### src/rtl/pipeline_hazard_ctrl.sv
// Stall/flush generator for the 5-stage pipeline: merges memory busywaits, load-use
// bubbles and branch flushes, and drains/freezes the pipeline around a cache context switch.
module pipeline_hazard_ctrl #(
    parameter int DRAIN_CYCLES = 3
) (
    input  logic       clk,
    input  logic       reset,
    input  logic       i_mem_busywait,
    input  logic       d_mem_busywait,
    input  logic [4:0] id_rs1_addr,
    input  logic [4:0] id_rs2_addr,
    input  logic       id_uses_rs1,
    input  logic       id_uses_rs2,
    input  logic [4:0] ex_write_address,
    input  logic       ex_d_mem_r,
    input  logic       branch_jump_signal,
    input  logic       ctx_switch_req,
    input  logic       ctx_switch_done,
    output logic       pc_stall,
    output logic       if_id_busywait,
    output logic       if_id_flush,
    output logic       id_ex_busywait,
    output logic       id_ex_flush,
    output logic       ex_mem_busywait,
    output logic       mem_wb_busywait,
    output logic       ctx_switch_ack
);

    localparam int CW = $clog2(DRAIN_CYCLES + 1);

    typedef enum logic [1:0] {RUN, DRAIN, SWITCH, RESUME} state_t;

    state_t          state, state_next;
    logic [CW-1:0]   count, count_next;
    logic            mem_busy, lu, bj, lu_kept;

    assign mem_busy = i_mem_busywait | d_mem_busywait;
    assign lu = ex_d_mem_r & (ex_write_address != 5'd0) &
                ((id_uses_rs1 & (id_rs1_addr == ex_write_address)) |
                 (id_uses_rs2 & (id_rs2_addr == ex_write_address)));
    // A branch resolved while EX is held by a data stall must not be flushed away.
    assign bj = branch_jump_signal & ~d_mem_busywait;
    // A taken branch kills the dependent instruction, so no bubble is needed.
    assign lu_kept = lu & ~bj;

    always_ff @(posedge clk or negedge reset) begin
        if (!reset) begin
            state <= RUN;
            count <= '0;
        end else begin
            state <= state_next;
            count <= count_next;
        end
    end

    always_comb begin
        state_next      = state;
        count_next      = count;
        pc_stall        = 1'b0;
        if_id_busywait  = 1'b0;
        if_id_flush     = 1'b0;
        id_ex_busywait  = 1'b0;
        id_ex_flush     = 1'b0;
        ex_mem_busywait = 1'b0;
        mem_wb_busywait = 1'b0;
        ctx_switch_ack  = 1'b0;
        // Outputs are gated by reset so they drop immediately, not at the next edge.
        if (reset) begin
            case (state)
                RUN: begin
                    pc_stall        = mem_busy | lu_kept;
                    if_id_busywait  = mem_busy | lu_kept;
                    if_id_flush     = bj;
                    id_ex_busywait  = mem_busy;
                    id_ex_flush     = bj | (lu_kept & ~mem_busy);
                    ex_mem_busywait = mem_busy;
                    mem_wb_busywait = mem_busy;
                    if (ctx_switch_req) begin
                        state_next = DRAIN;
                        count_next = CW'(DRAIN_CYCLES);
                    end
                end
                DRAIN: begin
                    pc_stall        = 1'b1;
                    if_id_busywait  = 1'b1;
                    if_id_flush     = bj;
                    id_ex_busywait  = mem_busy;
                    id_ex_flush     = 1'b1;
                    ex_mem_busywait = mem_busy;
                    mem_wb_busywait = mem_busy;
                    // Retirement only progresses while the data side is not stalling.
                    if (!d_mem_busywait && count != '0) begin
                        count_next = count - CW'(1);
                        if (count == CW'(1)) begin
                            state_next = SWITCH;
                        end
                    end
                end
                SWITCH: begin
                    pc_stall        = 1'b1;
                    if_id_busywait  = 1'b1;
                    id_ex_busywait  = 1'b1;
                    ex_mem_busywait = 1'b1;
                    mem_wb_busywait = 1'b1;
                    ctx_switch_ack  = 1'b1;
                    if (ctx_switch_done) begin
                        state_next = RESUME;
                    end
                end
                RESUME: begin
                    if_id_flush = 1'b1;
                    state_next  = RUN;
                end
                default: begin
                    state_next = RUN;
                end
            endcase
        end
    end

endmodule
### config.mk
export PLATFORM = sky130hd
export DESIGN_NAME = pipeline_hazard_ctrl
export DESIGN_NICKNAME = d
export VERILOG_FILES = /design/src/rtl/pipeline_hazard_ctrl.sv
export SDC_FILE = /design/constraint.sdc
export NUM_CORES = 1
export LEC_CHECK = 0
export CAP_MARGIN = 40
export CORE_MARGIN = 5
export CORE_UTILIZATION = 36
export DETAILED_ROUTE_END_ITERATION = 6
export MAX_ROUTING_LAYER = met4
export PLACE_DENSITY = 0.78
export REMOVE_ABC_BUFFERS = 1
export SETUP_SLACK_MARGIN = 0.02
export SLEW_MARGIN = 20
export SYNTH_ARGS = -nofsm -noshare
export SYNTH_HDL_FRONTEND = slang
export SYNTH_SLANG_ARGS = --single-unit
### constraint.sdc
create_clock -name clk -period 1.8 [get_ports clk]
set_input_delay 0.36 -clock clk [delete_from_list [all_inputs] [get_ports clk]]
set_output_delay 0.36 -clock clk [all_outputs]
set_load 0.02 [all_outputs]
==> results.yml <==
outcome:
  status: "finished with violations"
  violations: "setup timing"
pwr:
  intPower_w: 0.000814
  power_spent_charging_and_discharging_nets_w: 0.000565
  peakVddDrop_mv: 0.745
  cellLeakagePower_nw: 0.575
  switching_share_pct: 41.0
  p_comb_share_pct: 79.7
  power_per_cell_area_nw_per_um2: 1190
  p_seq_share_pct: 12.7
  clkPwrFrac_pct: 7.7
  total_power_w: 0.00138
cells_and_area:
  mostFrequentLayoutCell: "sky130_fd_sc_hd__buf_4"
  antenna_cell_count: 0
  design.final.nets: 156
  fill_cells: 97
  instances_no_fill: 139
  drive_above_1_share_pct: 52.8
  final_cell_mix: "23 x sky130_fd_sc_hd__buf_4, 11 x sky130_fd_sc_hd__buf_6, 6 x sky130_fd_sc_hd__inv_1, 6 x sky130_fd_sc_hd__xor2_1, 6 x sky130_fd_sc_hd__clkdlybuf4s50_1"
  flow.area_growth_from_synthesis_pct: 113
yosys:
  syn-instance-count: 66
  post_synth.cell_area_avg_um2: 8.27
  synthDistinctLibCells: 28
  synth_xor_area_share_pct: 16.1
  post_synth_instance_area_um2: 546
  post_synth_fa_ha_maj_area_fraction_pct: 13.8
  synth_seq_cells: 4
  post_synth_main_area_contributors: "sky130_fd_sc_hd__dfrtp_1 18%, sky130_fd_sc_hd__ha_1 14%, sky130_fd_sc_hd__xor2_1 13%"
  dominant_combinational_cell_family_by_area_after_synthesis: "compound AO/OA/AOI/OAI gates"
  synth_largest_type_area_fraction_pct: 18.3
  yosys.area_share.simple_pct: 16.7
  synth.largest_area_cell: "sky130_fd_sc_hd__dfrtp_1"
  synth-warning-count: 0
  synth_sequential_area_ratio_pct: 18.3
  synth_area_in_compound_gates_pct: 21.6
  synth_mux_area_share_pct: 3.90
clock_tree:
  cts.sink_count: 4
  tritoncts: "yes"
  clk_transition_reported_paths_ns: 0.04
  numCtsBuffers: 3
  worst_skew_pair.late_latency_ns: 0.23
  htree_levels: 1
  cts-root-to-sink-buffers: 2
  clockRootBuffer: "sky130_fd_sc_hd__clkbuf_4"
route:
  post_drt_wl_per_cell_um: 14.5
  ant_nets: 0
  detail_route.drc_violations: 0
  drt-vias-per-instance: 4.84
  dr.pass1.iters: 3
  num_vias: 673
  drt_wl_total_um: 2020
  drt_iter0_markers: 7
floorplanning:
  die-area_um2: 2390
  floorplan.io_pins: 33
  start_util_pct: 37.1
  die_w_um: 48.9
  core.rowCount: 14
  die_ht_um: 48.9
  placeableCoreArea_um2: 1470
sta:
  slew-limit-headroom_pct: 81.9
  setup_viol: 3
  timing.final.ws_setup_ns: -0.216
  min_period_ns: 2.02
  final_hold_violation_count: 0
  timing.fmax_mhz: 496
  rsz0062_at_grt: "true"
  clock_skew_after_layout_ns: 0.00169
  fin_crit_sh_pct: 112
  timing_max_transition_violations_final: 0
  worst-slew-pin-transition_ns: 0.270
  whs_ns: 0.241
place:
  placed_cells: 133
  placement.io_buffers: 32
  place_hpwl_um: 1470
  globalplace.congestion: 0.853
global_routing:
  first_pass_grt_wire_length_um: 3060
  via_count_of_the_first_global_routing_pass: 668
  global_route.usage.met3_pct: 3.36
  global_route.usage.met1_pct: 18.6
  globalRouteTotalUtil_pct: 16.1
  most_used_layer_global_route: "met2"
  final_global_route_overflow_total: 0
  pin_count_of_the_biggest_net_entering_global_routing: 8
  antenna_found_initial: 0
  groute.layer.met2.usage_pct: 27.4
run:
  number_of_maximum_capacitance_violations: 0
worst_setup_path:
  critical_path_class: "in -> out"
  worst-r2r-cell-count: 7
  worstPathCellList: "clkdlybuf4s50_1 -> xnor2_1 -> a32oi_2 -> o41ai_2 -> buf_4"
  cp_slowest_stage_delay_ns: 0.51
  worst-endpoint-arrival_ns: 1.66
  critPathMaxFanout: 2
  cp_slowest_cell: "sky130_fd_sc_hd__clkdlybuf4s50_1"
  worst-endpoint-required_ns: 1.44
  end_kind: "primary output"
  timing.critical_path.from_type: "input port"
worst_hold_path:
  timing.hold.worst.class: "in -> async"
registers in the layout, indices dropped and copies added, names as in the netlist:
signal,count
count,2
state,2
cells in the mapped netlist, drive strengths merged:
library cell / instances
buf: 3
nor4: 2
a21oi: 2
nand2: 3
a32oi: 1
xnor2: 2
mux2i: 1
inv: 8
dfrtp: 4
nor3: 1
a21boi: 1
o22ai: 1
mux2: 1
o41ai: 1
o211ai: 3
nand2b: 1
a2bb2oi: 1
nor2: 7
and2: 3
xor2: 8
o21ai: 4
o31ai: 1
or4: 1
ha: 6
repair_timing:
action                                 4_1_cts  5_1_grt
hold buffers                                 0        0
buffers inserted                             1        2
cloned                                       0        0
gates resized for setup                     85       33
pin swaps                                    8       11
setup endpoints to repair                    8        9
endpoints found under the hold margin        0        0
metal layers:
metal / vias up / routed length, um
li1: 336 / -
met1: 312 / 799
met2: 25 / 1120
met3: 0 / 103
met4: 0 / 0
met5: - / 0
power by group through the flow:
stage / Combinational [W] / Clock, W / Sequential [W]
2_1_floorplan: 0.000438 / 0 / 0.000172
3_3_place_gp: 0.000943 / 0 / 0.000169
3_5_place_dp: 0.000968 / 0 / 0.000170
4_1_cts: 0.000998 / 0.000112 / 0.000169
5_1_grt: 0.00120 / 0.000122 / 0.000181
6_report: 0.00110 / 0.000106 / 0.000174
logic make-up after synthesis:
| kind of cell | Yosys count |
|---|---|
| simple gates | 18 |
| mux | 2 |
| fa+ha+maj | 6 |
| buf+inv | 11 |
| flops | 4 |
| xor+xnor | 10 |
| compound gates | 15 |
area by class of cell:
type	instances	area, um^2	area share (%)
timing repair buffer	57	497	42.7
clock buffer	3	22.5	1.94
inverter	8	30.0	2.58
sequential	4	100	8.60
multi-input combinational	51	494	42.5
tap	16	20.0	1.72
critical path, delay by kind of cell:
family | cells | cell delay [ns]
AO/OA/AOI/OAI | 2 | 0.45
XOR/XNOR | 1 | 0.15
buffers and inverters | 2 | 0.70
final timing paths:
check                      slack [ns]           to           start
setup / recovery                -0.22  id_ex_flush  id_rs1_addr[1]
hold / removal                   0.24     state[1]           reset
setup reg to reg                 0.14     state[1]        state[0]
hold reg to reg                  0.52     count[0]        count[0]
max in group asynchronous        1.45     count[0]           reset
min in group clk                 0.52     count[0]        count[0]
per-stage QoR:
| stage | area (um^2) | util [%] | setup TNS (ns) | worst slack [ns] |
|---|---|---|---|---|
| final | 1160 | 79.1 | -0.567 | -0.216 |
| after CTS | 1060 | 72.0 | -0.500 | -0.176 |
| after global routing | 1160 | 79.1 | -0.712 | -0.279 |
| after detailed placement | 1030 | 69.9 | -5.52 | -1.03 |
| after floorplan | 523 | - | -0.327 | -0.157 |
| after global placement | 1030 | 69.9 | -5.30 | -0.958 |
Note: power is estimated with default switching activity, not from simulation.
